**config.mk**
```make
export PLATFORM = sky130hd
export DESIGN_NAME = mem_stage_ctrl
export DESIGN_NICKNAME = d
export VERILOG_FILES = /design/src/rtl/mem_stage_ctrl.sv
export SDC_FILE = /design/constraint.sdc
export NUM_CORES = 1
export LEC_CHECK = 0
export BUFFER_PORTS_ARGS = -buffer_cell sky130_fd_sc_hd__clkbuf_2
export CAP_MARGIN = 30
export CORE_MARGIN = 1.5
export CORE_UTILIZATION = 33
export DETAILED_ROUTE_END_ITERATION = 8
export GPL_TIMING_DRIVEN = 0
export PLACE_DENSITY = 0.65
export SLEW_MARGIN = 20
export SYNTH_ARGS = -nofsm -noshare
export SYNTH_HDL_FRONTEND = slang
export SYNTH_SLANG_ARGS = --single-unit
```
**constraint.sdc**
```tcl
create_clock -name clk -period 2.3 [get_ports clk]
set_input_delay 0.345 -clock clk [delete_from_list [all_inputs] [get_ports clk]]
set_output_delay 0.345 -clock clk [all_outputs]
set_load 0.1 [all_outputs]
```
**src/rtl/mem_stage_ctrl.sv**
```systemverilog
// mem_stage_ctrl: memory-stage responder issuing one req/ack data-memory transaction per aligned load/store
// Ports: clk/rst (async active-low); ex_valid, MemRead_2ff, MemWrt_2ff, ALU_Out, RTData_2ff, nHaltSig from execute;
//        mem_req/mem_wr/mem_addr/mem_wdata out, mem_ack/mem_rdata in; Stall upstream; wb_valid/wb_data/Err to writeback.
module mem_stage_ctrl #(
  parameter int TIMEOUT = 16,
  parameter int AW = 16
) (
  input  logic          clk,
  input  logic          rst,
  input  logic          ex_valid,
  input  logic          MemRead_2ff,
  input  logic          MemWrt_2ff,
  input  logic [AW-1:0] ALU_Out,
  input  logic [AW-1:0] RTData_2ff,
  input  logic          nHaltSig,
  output logic          mem_req,
  output logic          mem_wr,
  output logic [AW-1:0] mem_addr,
  output logic [AW-1:0] mem_wdata,
  input  logic          mem_ack,
  input  logic [AW-1:0] mem_rdata,
  output logic          Stall,
  output logic          wb_valid,
  output logic [AW-1:0] wb_data,
  output logic          Err
);
  typedef enum logic [1:0] {IDLE, REQ, WAIT, DONE} state_t;
  state_t     state_q;
  logic [7:0] timer_q;
  logic       mem_op;
  assign mem_op  = ex_valid & nHaltSig & (MemRead_2ff | MemWrt_2ff);
  assign mem_req = state_q == REQ;
  // Stall rises in the accepting cycle so upstream holds the bundle immediately
  assign Stall   = ((state_q == IDLE) & mem_op & !ALU_Out[0]) | (state_q == REQ) | (state_q == WAIT);
  always_ff @(posedge clk or negedge rst)
    if (!rst) begin
      state_q   <= IDLE;
      timer_q   <= 8'd0;
      mem_wr    <= 1'b0;
      mem_addr  <= '0;
      mem_wdata <= '0;
      wb_valid  <= 1'b0;
      wb_data   <= '0;
      Err       <= 1'b0;
    end else begin
      wb_valid <= 1'b0;
      case (state_q)
        IDLE:
          if (mem_op && !ALU_Out[0]) begin
            state_q   <= REQ;
            mem_wr    <= MemWrt_2ff;
            mem_addr  <= ALU_Out;
            mem_wdata <= RTData_2ff;
          end else if (ex_valid) begin
            wb_valid <= 1'b1;
            wb_data  <= ALU_Out;
            Err      <= mem_op;
          end
        REQ: begin
          state_q <= WAIT;
          timer_q <= 8'd1;
        end
        WAIT:
          if (mem_ack) begin
            state_q  <= DONE;
            wb_valid <= 1'b1;
            wb_data  <= mem_wr ? mem_addr : mem_rdata;
            Err      <= 1'b0;
          end else if (timer_q >= 8'(TIMEOUT)) begin
            state_q  <= DONE;
            wb_valid <= 1'b1;
            wb_data  <= mem_addr;
            Err      <= 1'b1;
          end else if (timer_q != 8'hFF) timer_q <= timer_q + 8'd1;
        DONE: begin
          state_q <= IDLE;
          timer_q <= 8'd0;
        end
      endcase
    end
endmodule

```
# Yosys cells after proc, flatten, opt, wreduce, memory -nomap -nowiden
# Index checks and enable logic that the tools add are counted.
# classes
add_sub_neg,1
n_lt_le_gt_ge,1
eq_ne,11
muxes,24
bitwise_logic,7
reduce_logical,9
# ops
op,count
two-way mux 16 bit,5
case mux 16 bit (2 select lines),1
two-way mux 8 bit,3
case mux 8 bit (3 select lines),1
adder 8 x 1 -> 8 bit (second input constant),1
greater-or-equal comparator 8 x 5 -> 1 bit (second input constant),1
two-way mux 1 bit,8
!= test 2 bit (second input constant),4
!= test 8 bit (second input constant),1
case mux 2 bit (4 select lines),1
AND reduction 4 bit,2
two-way mux 2 bit,3
bitwise AND 1 bit,4
== test 2 bit (second input constant),2
!= test 2 x 1 -> 1 bit (second input constant),2
case mux 1 bit (2 select lines),2
AND reduction 2 bit,2
!= test 3 x 2 -> 1 bit (second input constant),1
bitwise OR 1 bit,3
nonzero test 3 bit,1
== test 2 x 1 -> 1 bit (second input constant),1
zero test 2 bit,1
nonzero test 2 bit,1
logical AND 1 bit,1
zero test 1 bit,1
# totals
regBits,61
in_bits,55
output_inout_bits,53
word_cells,61

# Longest topological paths before layout
# Gate-level depths: netlist (run 1).
# logic_depth
ltp_word,6
mapped_depth,9
ltp_nobuf,6

# Worst setup path before layout (run 1)
# No wires, ideal clock.
# synth_path
kind,reg2out
start,register state_q[1]
end,output port Stall
arrival_time_ps,2089
required_time_ps,1955
slack_ps,-134
stages_incl_launch_ff,4
path_buffers,0
cell_sequence,dfrtp_1 -> inv_1 -> ha_1 -> or3_1
# synth_via
word_cells_on_any_way,7
classes_between,eq/ne: 2; bitwise: 4; reduce/logical: 1
# synth_rtl
element,line_no,text
start: declaration,28,state_t state_q;
start signal: assignment,37,state_q <= IDLE;
start signal: assignment,50,state_q <= REQ;
start signal: assignment,60,state_q <= WAIT;
== test 2 x 1 -> 1 bit,--,
net mem_req,16,"output logic mem_req,"
bitwise OR 1 bit (2 in series),34,assign Stall = ((state_q == IDLE) & mem_op & !ALU_Out[0]) | (state_q == REQ) | (state_q == WAIT);
end: declaration,22,"output logic Stall,"
# The timed path passes the listed nets, and every way through them passes these cells.

# Worst setup path in the final report (run 1)
# layout_path
start,register state_q[1]
end,output port Stall
# layout_via
elab_chain_len,5
word_cells_on_any_way,7
classes_between,eq/ne: 2; bitwise: 4; reduce/logical: 1
# layout_rtl
element,line_no
zero test 2 bit,34
bitwise AND 1 bit (2 in series),34
bitwise OR 1 bit,34
bitwise OR 1 bit (*),34
# Mark *: on every way between the ends. The rest lies on a longest branch, timed or not.

==> results of run 1 <==
==> worst paths after layout <==
path	end	start	slack, ns
worst max-delay path	Stall	state_q[1]$_DFFE_PN0P_	0.15
worst min-delay path	mem_wdata[13]$_DFFE_PN0P_	RTData_2ff[13]	0.24
worst max register to register	wb_data[8]$_DFFE_PN0P_	timer_q[5]$_DFFE_PN0P_	0.23
worst min register to register	timer_q[5]$_DFFE_PN0P_	timer_q[5]$_DFFE_PN0P_	0.50
max in group asynchronous	mem_addr[7]$_DFFE_PN0P_	rst	1.28
min in group asynchronous	mem_wdata[2]$_DFFE_PN0P_	rst	0.52
==> logic make-up after synthesis <==
logic type                 count (synthesis)
adders and majority gates                  7
AOI/OAI and AO/OA                         31
and+or+nand+nor                           42
DFF                                       61
muxes                                     66
buffers and inverters                     21
==> through the flow <==
step	instances	worst slack, ns	utilization (%)	hold slack (ns)	TNS (ns)
floorplan	228	0.05769	-	0.04941	0
global placement	440	-0.1101	42.62	0.4752	-0.1101
detailed placement	441	-0.1322	42.89	0.3375	-0.1322
CTS	459	0.002639	46.52	0.2278	0
global route	461	0.07689	46.64	0.2342	0
finish	461	0.1525	46.64	0.2422	0
==> registers in the layout, indices dropped and copies added, names as in the netlist <==
name,count
Err,1
mem_addr,16
mem_wdata,16
mem_wr,1
state_q,2
timer_q,8
wb_data,16
wb_valid,1
==> worst register-to-register path, cell delays in order (launching register included) <==
cell and delay, ns:
dfrtp_1 0.37, or4_1 0.52, buf_2 0.18, nor2_4 0.13
or3_4 0.14, buf_6 0.14, buf_12 0.16, mux2_4 0.31
==> per-layer routing <==
metal / up-vias / global-route usage (%) / routed length, um
li1: 1042 / - / -
met1: 1081 / 18.91 / 2897
met2: 81 / 27.16 / 3293
met3: 12 / 4.460 / 471
met4: 0 / 6.522 / 125
met5: - / 0 / 0
==> final cells by class <==
| cell class | count | area (um2) | share of cell area (%) |
|---|---|---|---|
| Tap cell | 105 | 131.4 | 3.377 |
| Multi-Input combinational cell | 146 | 1262 | 32.45 |
| Inverter | 7 | 26.28 | 0.6755 |
| Clock buffer | 12 | 155.1 | 3.988 |
| Sequential cell | 61 | 1526 | 39.24 |
| Clock inverter | 4 | 70.07 | 1.801 |
| Buffer | 12 | 92.59 | 2.380 |
| Timing Repair Buffer | 114 | 625.6 | 16.08 |
==> placed cells by master, fill, tap and decap left out, drive strengths merged, types with 2 or more instances in the layout <==
cell and instances:
a21oi 19, buf 14, bufinv 2, clkbuf 123, clkinv 2, dfrtp 61, ha 7, inv 7
mux2 49, mux2i 17, nand2 4, nand2b 3, nand3 2, nor2 21, nor2b 4, nor3 2
o21ai 6, or3 3, or4 2
==> repair_timing <==
item | CTS | global route
hold endpoints to repair | 28 | 0
resized for setup | 14 | 1
hold buffers | 1 | 0
endpoints found under the setup margin | 1 | 1
setup buffers | 2 | 3
==> run metrics, run 1 <==
status completed; Setup-failing EPs final 0; post-synth cell types 29; crit path max fanout 13; slowest CP cell dfrtp_1; Sink Count 61; row count 33; Placeable Area 8341 um2; synth top area cells dfrtp_1 (53%), mux2_2 (16%), mux2i_1 (5.9%), mux2_4 (4.7%), a21oi_1 (3.3%); overall routing resource usage about 16%; Yosys warning count 0; Worst Hold Depth 2; vias in the first global route between 2000 and 2500; Synth Register Bits slightly above 60; CTS tree yes; Mapped Nets a little under 300; clk_skew ~0.0077 ns; share of layout cells above drive strength 1 54.78%; Worst Reg-to-Reg Cells 7; Adder-Cell Fraction of Synth Area under 10%; Area Growth Syn to Fin 34.76%; share of the synthesized area in the top cell type 52.88%; average wire per standard cell 14.72 um; Mapped Cells about 230; xor and xnor area share after synthesis 0%; Top Ports about 110; Seq/Total Area, Yosys a little over half; drt first pass iters 4; Post-DP Area between 3000 and 4000 um2; Vias/cell roughly 4.8; delay-heaviest family, CP simple AND/OR/NAND/NOR gates; post-DP HPWL 5.038 mm; Die Area between 9000 and 10000 um2; minimum clock period 2.147 ns; final hold violations 0; MaxCap Viol Count 0; drt drc 0; NumNets Final 413; async set-reset flop share out of synthesis between 90% and 100%; clk buf depth 2; Simple-Gate Fraction of Synth Area 7.326%; post-synthesis compound-gate area fraction about 6.5%; CP required 1.96 ns; root buffer selected by CTS clkbuf_8; Arrival @ worst endpoint around 1.8 ns; post-route ant nets 0; mux share of post-synthesis cell area a little over a quarter; max frequency 465.7 MHz; GPL Wtd Cong slightly below 0.8; Levels on crit path 6; Max-slew headroom about three fifths; post-route clock period utilization between 90% and 100%; clock latency on the worst-skew pair 0.33 ns; clock-pin slew on the worst setup and hold paths ~0.070 ns; mapped cell area between 2000 and 3000 um2; most common cell in the netlist dfrtp_1; worst-margin pin slew 0.5910 ns; floorplan die height approximately 97 um; Post-synth top cells dfrtp_1 (61), mux2_2 (40), nor2_1 (20), a21oi_1 (19), mux2i_1 (17); final instance area slightly below 4000 um2; largest net degree at the start of global routing 34; Critical Setup Path Class flip-flop to output pin; vias 2216; total grt overflow 0; CP Capture Type output pin; Post-synth EDFFs 0; crit path cell chain inv_2, ha_4, nor3b_1, buf_6, or3_4, clkbuf_16; fillers approximately 790; synthesized area per cell between 10 and 15 um2; largest family of logic cells by synthesized area multiplexers; ant diodes 0; Hold WC Path Type primary input to flip-flop; Detailed Route WL 6.787 mm; first-pass GRT wire length around 11 mm; initial antenna violation count 0; max-slew violations 0; CTS buffer count 9; dominant synthesized flop cell dfrtp_1; cell taking the most area after synthesis dfrtp_1; initial core utilization roughly 35%; die width between 90 and 100 um; number of port buffers roughly 110; htree depth 3; slowest stage delay, CP between 0.3 and 0.4 ns; WP buf/inv 3; startpoint types flip-flop; Iter 0 DRT Violations between 40 and 50; RSZ-0062 raised after global routing false
Power of run 1 is left out: the tool's default activity adds up to more than one toggle a clock period on the data nets, which glitch-free logic cannot reach.
==> run 2: changes to the inputs <==
--- a/config.mk
+++ b/config.mk
@@ -7,6 +7,7 @@
 export LEC_CHECK = 0
 export BUFFER_PORTS_ARGS = -buffer_cell sky130_fd_sc_hd__clkbuf_2
 export CAP_MARGIN = 30
+export CORE_ASPECT_RATIO = 1.25
 export CORE_MARGIN = 1.5
 export CORE_UTILIZATION = 33
 export DETAILED_ROUTE_END_ITERATION = 8
==> run 2 against run 1 <==
- setup slack worse by 0.016 ns
- register-to-register slack worse by 0.09 ns
- flip-flop and latch count stayed put
- die area hardly changed
- global-route usage is 1.2 points lower
- final cell count is 2.6% higher
- clock skew is 0.0017 ns lower
- via count is 1.9% lower
- maximum frequency is 0.73% lower
- critical endpoint is now wb_data[10]$_DFFE_PN0P_
- largest cell class unchanged
==> run metrics, run 2 (synthesis gave the netlist of run 1 again) <==
status completed (unchanged); clk buf depth 2 (unchanged); overall routing resource usage 14.77% (was 15.96%); post-route clock period utilization 94.06% (was 93.37%); CP required 2.51 ns (was 1.96 ns); Placed Cells 453 (was 441); vias in the first global route 2190 (was 2348); wire length on met1 2.952 mm (was 2.897 mm); worst r2r dst wb_data[10]$_DFFE_PN0P_ (was wb_data[8]$_DFFE_PN0P_); Placeable Area 8379 um2 (was 8341 um2); Arrival @ worst endpoint 2.38 ns (was 1.80 ns); average wire per standard cell 13.90 um (was 14.72 um); total grt overflow 0 (unchanged); Final Instance Count excl. Fillers 473 (was 461); Setup-failing EPs final 0 (unchanged); startpoint types flip-flop (unchanged); Max-slew headroom 62.83% (was 60.60%); setup TNS 0 ns (unchanged); clock-pin slew on the worst setup and hold paths 0.07 ns (about the same); Critical Setup Path Class flip-flop to flip-flop (was flip-flop to output pin); vias 2174 (was 2216); Vias/cell 4.596 (was 4.807); share of layout cells above drive strength 1 54.49% (was 54.78%); initial antenna violation count 0 (unchanged); minimum clock period 2.163 ns (was 2.147 ns); NumNets Final 413 (unchanged); Util after Layout 46.56% (was 46.64%); number of port buffers 107 (unchanged); first-pass GRT wire length 10.52 mm (was 11.08 mm); WL met3 422 um (was 471 um); floorplan die height 107.6 um (was 96.53 um); CTS buffer count 9 (unchanged); post-DP HPWL 4.915 mm (was 5.038 mm); clock latency on the worst-skew pair 0.33 ns (about the same); commonest cells after routing, fill and taps aside clkbuf_2 (105), dfrtp_1 (61), mux2_2 (40), nor2_1 (20), a21oi_1 (19) (unchanged); metal2 WL 3.111 mm (was 3.293 mm); worst-margin pin slew 0.5599 ns (was 0.5910 ns); MaxCap Viol Count 0 (unchanged); Top Registers mem_addr x16, mem_wdata x16, wb_data x16 (unchanged); R2R Setup Slk 0.14 ns (was 0.23 ns); hold wc startpoint RTData_2ff[11] (was RTData_2ff[13]); Area Growth Syn to Fin 35.15% (was 34.76%); CTS tree yes (unchanged); highest metal used met4 (unchanged); Worst Reg-to-Reg Cells 9 (was 7); max-slew violations 0 (unchanged); crit path max fanout 10 (was 13); clk_skew 0.005967 ns (was 0.007661 ns); die width 86.65 um (was 96.53 um); Top Ports 108 (unchanged); max frequency 462.2 MHz (was 465.7 MHz); Seq. cell area 1526 um2 (unchanged); Detailed Route WL 6.577 mm (was 6.787 mm); Hold WC Path Type primary input to flip-flop (unchanged); most common cell after layout, fill and taps aside clkbuf_2 (unchanged); final hold violations 0 (unchanged); Sink Count 61 (unchanged); fillers 782 (was 792); Die Area 9321 um2 (was 9317 um2); initial core utilization 34.45% (was 34.61%); RSZ-0062 raised after global routing false (unchanged); ant diodes 0 (unchanged); Worst Hold Depth 2 (unchanged); CP Capture Type flip-flop (was output pin); row count 37 (was 33); drt first pass iters 4 (unchanged); area of the multi-input gates 1272 um2 (was 1262 um2); hold endpoint mem_wdata[11]$_DFFE_PN0P_ (was mem_wdata[13]$_DFFE_PN0P_); root buffer selected by CTS clkbuf_8 (unchanged); post-route ant nets 0 (unchanged); drt drc 0 (unchanged); R2R Path Start state_q[0]$_DFFE_PN0P_ (was timer_q[5]$_DFFE_PN0P_); largest net degree at the start of global routing 40 (was 34); htree depth 3 (unchanged); Iter 0 DRT Violations 56 (was 44); GPL Wtd Cong 0.7422 (was 0.7775)
==> run 2: cell types whose count changed in the layout (fill, tap and decap cells not counted) <==
cell        before  now
bufinv_16        2    1
clkbuf_8        12   13
ha_2             1    0
clkinvlp_4       0    1
inv_1            5    6
inv_2            2    1
clkinv_2         2    1
ha_4             1    2
==> run 2: per-stage QoR <==
| stage | area, um2 | worst slack (ns) | hold WS (ns) |
|---|---|---|---|
| floorplan | 2888 | 0.05769 | 0.04941 |
| global placement | 3570 | -0.1312 | 0.4742 |
| detailed placement | 3592 | -0.2019 | 0.3016 |
| CTS | 3897 | 0.01246 | 0.2183 |
| global route | 3901 | 0.07778 | 0.2223 |
| finish | 3901 | 0.1366 | 0.2387 |
==> run 2: worst max-delay path, cell delays in order (launching register included) <==
cell	delay, ns
dfrtp_1	0.36
inv_2	0.09
ha_4	0.18
nor3b_1	0.14
buf_6	0.12
buf_4	0.16
or3_4	0.39
buf_6	0.15
buf_12	0.15
mux2_4	0.29
==> run 2: repair_timing <==
item | CTS | global route
cloned | 0 | 0
setup endpoints to repair | 1 | 1
hold buffers | 1 | 0
hold endpoints to repair | 22 | 0
setup buffers | 5 | 0
resized for setup | 11 | 1
==> run 2: how the worst max path moves through the flow <==
stage,startpoint,end,slack [ns]
after floorplan,mem_wr$_DFFE_PN0P_,wb_data[10]$_DFFE_PN0P_,0.06
after global placement,state_q[0]$_DFFE_PN0P_,Stall,-0.13
after detailed placement,state_q[0]$_DFFE_PN0P_,Stall,-0.20
after CTS,state_q[1]$_DFFE_PN0P_,Stall,0.01
after global routing,state_q[0]$_DFFE_PN0P_,wb_data[10]$_DFFE_PN0P_,0.08
final,state_q[0]$_DFFE_PN0P_,wb_data[10]$_DFFE_PN0P_,0.14
==> run 2: layout make-up <==
| class | count | share of cell area, % |
|---|---|---|
| buffer | 12 | 2.373 |
| multi-input combinational | 146 | 32.62 |
| inverter | 7 | 0.6735 |
| clock buffer | 13 | 4.330 |
| tap | 117 | 3.752 |
| clock inverter | 3 | 1.090 |
| sequential | 61 | 39.13 |
| timing repair buffer | 114 | 16.04 |
==> run 2: layer usage <==
layer | global-route usage (%) | vias to the layer above
li1 | - | 1039
met1 | 18.59 | 1036
met2 | 23.38 | 90
met3 | 4.141 | 9
met4 | 6.797 | 0
met5 | 0 | -
Power of run 2 is left out for the same reason.
